### config.mk
export PLATFORM = sky130hd
export DESIGN_NAME = vga_timing_gen
export DESIGN_NICKNAME = d
export VERILOG_FILES = /design/src/rtl/vga_timing_gen.sv
export SDC_FILE = /design/constraint.sdc
export NUM_CORES = 1
export LEC_CHECK = 0
export CAP_MARGIN = 15
export CORE_AREA = 2 2 69 71
export CTS_CLUSTER_DIAMETER = 120
export DETAILED_ROUTE_END_ITERATION = 6
export DIE_AREA = 0 0 71 73
export GPL_TIMING_DRIVEN = 0
export PLACE_DENSITY_LB_ADDON = 0.08
export REMOVE_ABC_BUFFERS = 1
export SETUP_SLACK_MARGIN = 0.05
export SLEW_MARGIN = 20
export SYNTH_ARGS = -nofsm -noshare
export SYNTH_HDL_FRONTEND = slang
export SYNTH_SLANG_ARGS = --single-unit
### constraint.sdc
create_clock -name clk25 -period 2.4 [get_ports clk25]
set_input_delay 0.48 -clock clk25 [delete_from_list [all_inputs] [get_ports clk25]]
set_output_delay 0.48 -clock clk25 [all_outputs]
set_load 0.01 [all_outputs]
### src/rtl/vga_timing_gen.sv
// rtl/vga_timing_gen.sv - parametrised VGA raster timing generator with 2-stage colour pipeline
//
// Purpose: runs a pixel/line raster from programmable porch and sync widths. It
// exports coordinates and strobes for the pixel source and drives registered,
// blank-gated colour and sync pins, all aligned 2 cycles after the coordinates.
// Optional feature: define VGA_TESTPATTERN_EN to add input test_mode[1:0].
// Its values select 0 = rgb_in, 1 = 8 colour bars, 2 = 32x32 checkerboard,
// 3 = solid white.
//
// Ports:
//   clk25        pixel clock
//   rst_n        asynchronous active-low reset
//   en           run enable; low returns the raster to IDLE
//   rgb_in       {R,G,B} pixel colour, returned one cycle after pix_req
//   pix_x/pix_y  current raster position (0 while idle)
//   pix_req      current position is visible; fetch that pixel
//   frame_start  pulse at (0,0); line_start pulse at pix_x==0
//   red/green/blue_out, hsync, vsync, active  registered monitor-side outputs
module vga_timing_gen #(
    parameter int   H_ACTIVE   = 640,
    parameter int   H_FP       = 16,
    parameter int   H_SYNC     = 96,
    parameter int   H_BP       = 48,
    parameter int   V_ACTIVE   = 480,
    parameter int   V_FP       = 10,
    parameter int   V_SYNC     = 2,
    parameter int   V_BP       = 33,
    parameter logic H_SYNC_POL = 1'b0,
    parameter logic V_SYNC_POL = 1'b0,
    parameter int   CW         = 4,
    localparam int  H_TOTAL    = H_ACTIVE + H_FP + H_SYNC + H_BP,
    localparam int  V_TOTAL    = V_ACTIVE + V_FP + V_SYNC + V_BP,
    localparam int  XW         = $clog2(H_TOTAL),
    localparam int  YW         = $clog2(V_TOTAL)
) (
    input  logic            clk25,
    input  logic            rst_n,
    input  logic            en,
    input  logic [3*CW-1:0] rgb_in,
`ifdef VGA_TESTPATTERN_EN
    input  logic [1:0]      test_mode,
`endif
    output logic [XW-1:0]   pix_x,
    output logic [YW-1:0]   pix_y,
    output logic            pix_req,
    output logic            frame_start,
    output logic            line_start,
    output logic [CW-1:0]   red_out,
    output logic [CW-1:0]   green_out,
    output logic [CW-1:0]   blue_out,
    output logic            hsync,
    output logic            vsync,
    output logic            active
);

    localparam logic ST_IDLE = 1'b0;
    localparam logic ST_RUN  = 1'b1;

    localparam logic [XW-1:0] X_LAST   = XW'(H_TOTAL - 1);
    localparam logic [XW-1:0] X_VIS    = XW'(H_ACTIVE);
    localparam logic [XW-1:0] HS_START = XW'(H_ACTIVE + H_FP);
    localparam logic [XW-1:0] HS_END   = XW'(H_ACTIVE + H_FP + H_SYNC);
    localparam logic [YW-1:0] Y_LAST   = YW'(V_TOTAL - 1);
    localparam logic [YW-1:0] Y_VIS    = YW'(V_ACTIVE);
    localparam logic [YW-1:0] VS_START = YW'(V_ACTIVE + V_FP);
    localparam logic [YW-1:0] VS_END   = YW'(V_ACTIVE + V_FP + V_SYNC);

    logic          state;
    logic [XW-1:0] x_nxt;
    logic [YW-1:0] y_nxt;
    logic          hs_now;
    logic          vs_now;

    // Next raster position; an IDLE->RUN transition and any stop both yield (0,0).
    always_comb begin
        x_nxt = '0;
        y_nxt = '0;
        if (en && state == ST_RUN) begin
            if (pix_x == X_LAST) begin
                y_nxt = (pix_y == Y_LAST) ? '0 : pix_y + 1'b1;
            end else begin
                x_nxt = pix_x + 1'b1;
                y_nxt = pix_y;
            end
        end
    end

    // Strobes are computed from the next position so they describe the
    // coordinates shown in the same cycle.
    always_ff @(posedge clk25 or negedge rst_n) begin
        if (!rst_n) begin
            state       <= ST_IDLE;
            pix_x       <= '0;
            pix_y       <= '0;
            pix_req     <= 1'b0;
            frame_start <= 1'b0;
            line_start  <= 1'b0;
        end else begin
            state       <= en ? ST_RUN : ST_IDLE;
            pix_x       <= x_nxt;
            pix_y       <= y_nxt;
            pix_req     <= en && (x_nxt < X_VIS) && (y_nxt < Y_VIS);
            frame_start <= en && (x_nxt == '0) && (y_nxt == '0);
            line_start  <= en && (x_nxt == '0);
        end
    end

    assign hs_now = (state == ST_RUN) && (pix_x >= HS_START) && (pix_x < HS_END);
    assign vs_now = (state == ST_RUN) && (pix_y >= VS_START) && (pix_y < VS_END);

    // Stage 1: flags for the position just shown, while the source answers pix_req.
    logic hs_s1;
    logic vs_s1;
    logic vis_s1;
    logic [3*CW-1:0] src_rgb;

`ifdef VGA_TESTPATTERN_EN
    logic [1:0]    tm_s1;
    logic [XW-1:0] x_s1;
    logic          y5_s1;
    logic [2:0]    bar;
    logic [2:0]    bar_rgb;

    always_ff @(posedge clk25 or negedge rst_n) begin
        if (!rst_n) begin
            tm_s1 <= 2'd0;
            x_s1  <= '0;
            y5_s1 <= 1'b0;
        end else begin
            tm_s1 <= test_mode;
            x_s1  <= pix_x;
            y5_s1 <= pix_y[5];
        end
    end

    always_comb begin
        src_rgb = rgb_in;
        bar     = 3'd0;
        for (int k = 1; k < 8; k++) begin
            if (x_s1 >= XW'(k * (H_ACTIVE / 8))) bar = 3'(k);
        end
        // Bar order white,yellow,cyan,green,magenta,red,blue,black maps to
        // R=~bar[1], G=~bar[2], B=~bar[0].
        bar_rgb = {~bar[1], ~bar[2], ~bar[0]};
        case (tm_s1)
            2'd1:    src_rgb = {{CW{bar_rgb[2]}}, {CW{bar_rgb[1]}}, {CW{bar_rgb[0]}}};
            2'd2:    src_rgb = (x_s1[5] ^ y5_s1) ? '0 : '1;
            2'd3:    src_rgb = '1;
            default: src_rgb = rgb_in;
        endcase
    end
`else
    assign src_rgb = rgb_in;
`endif

    always_ff @(posedge clk25 or negedge rst_n) begin
        if (!rst_n) begin
            hs_s1  <= 1'b0;
            vs_s1  <= 1'b0;
            vis_s1 <= 1'b0;
        end else begin
            hs_s1  <= hs_now;
            vs_s1  <= vs_now;
            vis_s1 <= pix_req;
        end
    end

    // Stage 2: output registers; colour is forced to 0 outside the visible area.
    always_ff @(posedge clk25 or negedge rst_n) begin
        if (!rst_n) begin
            red_out   <= '0;
            green_out <= '0;
            blue_out  <= '0;
            hsync     <= ~H_SYNC_POL;
            vsync     <= ~V_SYNC_POL;
            active    <= 1'b0;
        end else begin
            red_out   <= vis_s1 ? src_rgb[3*CW-1:2*CW] : '0;
            green_out <= vis_s1 ? src_rgb[2*CW-1:CW]   : '0;
            blue_out  <= vis_s1 ? src_rgb[CW-1:0]      : '0;
            hsync     <= hs_s1 ? H_SYNC_POL : ~H_SYNC_POL;
            vsync     <= vs_s1 ? V_SYNC_POL : ~V_SYNC_POL;
            active    <= vis_s1;
        end
    end

endmodule

==> impl_metrics.yaml <==
logic_synthesis:
  synth_top_area_share_pct: 49.1
  ys_ff_latch: 42
  ys_top_cells_by_count: "40 x dfrtp_1, 21 x nor2_1, 13 x and2_1"
  synth_area_leaders: "dfrtp_1 49%, xnor2_1 5.2%, and2_1 4.0%, nor2_1 3.9%, ha_1 3.1%"
  synth_most_common_cell: "dfrtp_1"
  netlist_area_mm2: 0.00204
  ys_async_sr_fraction_pct: 100
  ys_seq_area_share_pct: 51.7
  syn_area_per_cell_um2: 10.2
  ys_types: 41
  ys.flop_type: "dfrtp_1"
  ys_warn_count: 0
  syn_inst: 200
  synth-edff-count: 0
  yosys.area.top_type: "dfrtp_1"
timing:
  period_needed_ns: 2.28
  tns_ns: 0
  worstMarginPinSlew_ns: 0.469
  finClkSkew_ns: 0.00454
  drv_slew: 0
  hold_viol: 0
  finalSetupViolCount: 0
  timing.final.crit_share_pct: 95.2
  worst_slack_ns: 0.115
  fmax_ghz: 0.438
  max_slew_margin_pct: 68.8
clock_tree:
  clkSinkCount: 42
  numCtsBuffers: 5
  path_clk_slew_ns: 0.08
  clockRootBuffer: "clkbuf_8"
  cts-htree-levels: 2
  clk_latency_ns: 0.29
  clockBufferDepth: 2
  ctsHoldBuffers: 0
  tritoncts: "built"
detailed_routing:
  finalWirelength_um: 4560
  drc: 0
  vias_per_cell: 5.23
  wl_per_cell_um: 14.3
  first_iter_violations: 104
  vias: 1664
  dr.pass1.iters: 4
  antenna_left: 0
global_routing:
  grt_pass1_wl_um: 7440
  antenna_found_initial: 0
  grt_max_degree: 25
  overflow: 0
  grt_usage_pct: 18.2
  grt_pass1_vias: 1564
critical_path:
  max_stage_delay_ns: 0.56
  rrSetupSlack_ns: 0.12
  arrival_ns: 2.51
  critPathKind: "reg2reg"
  critical_path.cell_chain: "or4b_4, nor3_2, mux2_2, nor4_1, o211ai_1, a21boi_1"
  cp_slowest_cell: "or4b_4"
  crit_family: "simple AND/OR/NAND/NOR gates"
  startpoint_type: "flip-flop"
  crit_path_end_kind: "flip-flop"
  path_buf_inv: 0
  crit_required_ns: 2.62
  crit_fanout: 6
floorplan:
  start_util_pct: 45.0
  die-area_mm2: 0.00518
  num_rows: 25
  core-area_mm2: 0.00454
  io-pin-count: 53
  die_y_um: 73
  die_w_um: 71
cells_and_area:
  multi_input_area_um2: 963
  nets: 283
  drive_above_1_share_pct: 17.4
  diodes: 0
  fin_cells: 318
  n_fill_cell: 389
  regArea_mm2: 0.00106
  area.growth.synth_to_final_pct: 41.7
status:
  status: "complete, no violations"
placement:
  dp.cells: 296
  pre_cts_slack_ns: -0.509
  place_hpwl_um: 3090
  gp_congestion: 0.777
  port_buffers: 52
pwr:
  p_per_area_mw_per_mm2: 484
  p_leak_nw: 1.17
  irDropWorstVdd_uv: 360
  power_mw: 1.40
run:
  cap_violations: 0
hold_path:
  holdCritPathClass: "in2async"
==> layout by cell type, fill, tap and decap left out, types with 2 or more instances in the layout <==
master / instances
dfstp_2: 2
xor2_1: 5
o211ai_1: 2
ha_1: 4
mux2i_1: 2
nor3_1: 4
clkdlybuf4s50_1: 51
nand2_1: 11
buf_4: 13
and2_1: 13
a211oi_1: 2
nand3_1: 12
xnor2_1: 11
dfrtp_1: 35
nor4_1: 3
nand4_1: 6
a21oi_1: 6
o31ai_1: 4
o21ai_0: 3
inv_1: 10
clkbuf_8: 5
nor2_1: 21
dfrtp_2: 5
or3_1: 2
a31oi_1: 2
nor4_2: 3
==> registers in the layout, indices dropped and copies added (netlist names) <==
| register | count |
|---|---|
| red_out | 4 |
| state | 1 |
| frame_start | 1 |
| hs_s1 | 1 |
| active | 1 |
| vsync | 1 |
| line_start | 1 |
| blue_out | 4 |
| pix_x | 10 |
| green_out | 4 |
| pix_req | 1 |
| vs_s1 | 1 |
| pix_y | 10 |
| hsync | 1 |
| vis_s1 | 1 |
==> cell type report <==
cell class                 count  share of cell area, %
multi-input combinational    137                   33.3
clock buffer                   6                   2.51
tap                           54                   2.34
inverter                      10                   1.30
sequential                    42                   36.7
timing repair buffer          67                   22.6
clock inverter                 2                   1.30
==> cells by family (layout without fill, tap and decap cells) <==
logic type / after synthesis / in the layout / share of synthesized area (%)
and+or+nand+nor: 86 / 86 / 23.1
DFF: 42 / 42 / 51.7
AOI/OAI and AO/OA: 26 / 26 / 8.59
buffers and inverters: 21 / 85 / 4.79
xor gates and xnor gates: 17 / 17 / 7.30
adders and majority gates: 5 / 5 / 3.07
muxes: 3 / 3 / 1.53
==> per-layer routing <==
| layer | vias to the layer above | part of all wire (%) | global-route usage [%] | wire length (µm) |
|---|---|---|---|---|
| met5 | - | 0 | 0 | 0 |
| met2 | 43 | 48 | 29.3 | 2170 |
| met1 | 797 | 47 | 24.8 | 2140 |
| met3 | 6 | 4.4 | 3.87 | 201 |
| li1 | 818 | - | - | - |
| met4 | 0 | 1.1 | 5.66 | 51 |
==> what timing repair did <==
action                     CTS  global route
setup endpoints to repair   19             3
gates resized for setup      6            13
pin swaps                    1             4
buffers inserted             6             8
==> per-stage QoR <==
step	hold WS, ns	utilization [%]	cell area (µm²)
floorplan	0.184	-	1980
global placement	0.338	56.6	2570
detailed placement	0.342	57.1	2590
CTS	0.137	61.0	2770
global route	0.157	63.7	2890
finish	0.132	63.7	2890
==> power by group <==
part           internal (mW)  switching (mW)
Sequential             0.725         0.00969
Combinational         0.0639          0.0472
Clock                  0.310           0.244
==> path summary, 6_finish.rpt <==
| path | from | endpoint | cells after the start |
|---|---|---|---|
| worst min register to register | vs_s1$_DFF_PN0_ | vsync$_DFF_PN1_ | 1 |
| max in group asynchronous | rst_n | hsync$_DFF_PN1_ | 2 |
| worst min-delay path | rst_n | green_out[3]$_DFF_PN0_ | 1 |
| min in group clk25 | vs_s1$_DFF_PN0_ | vsync$_DFF_PN1_ | 1 |
| worst max register to register | pix_x[5]$_DFF_PN0_ | frame_start$_DFF_PN0_ | 6 |
| worst max-delay path | pix_x[5]$_DFF_PN0_ | frame_start$_DFF_PN0_ | 6 |
No activity file was read; power rests on OpenSTA's default activity.
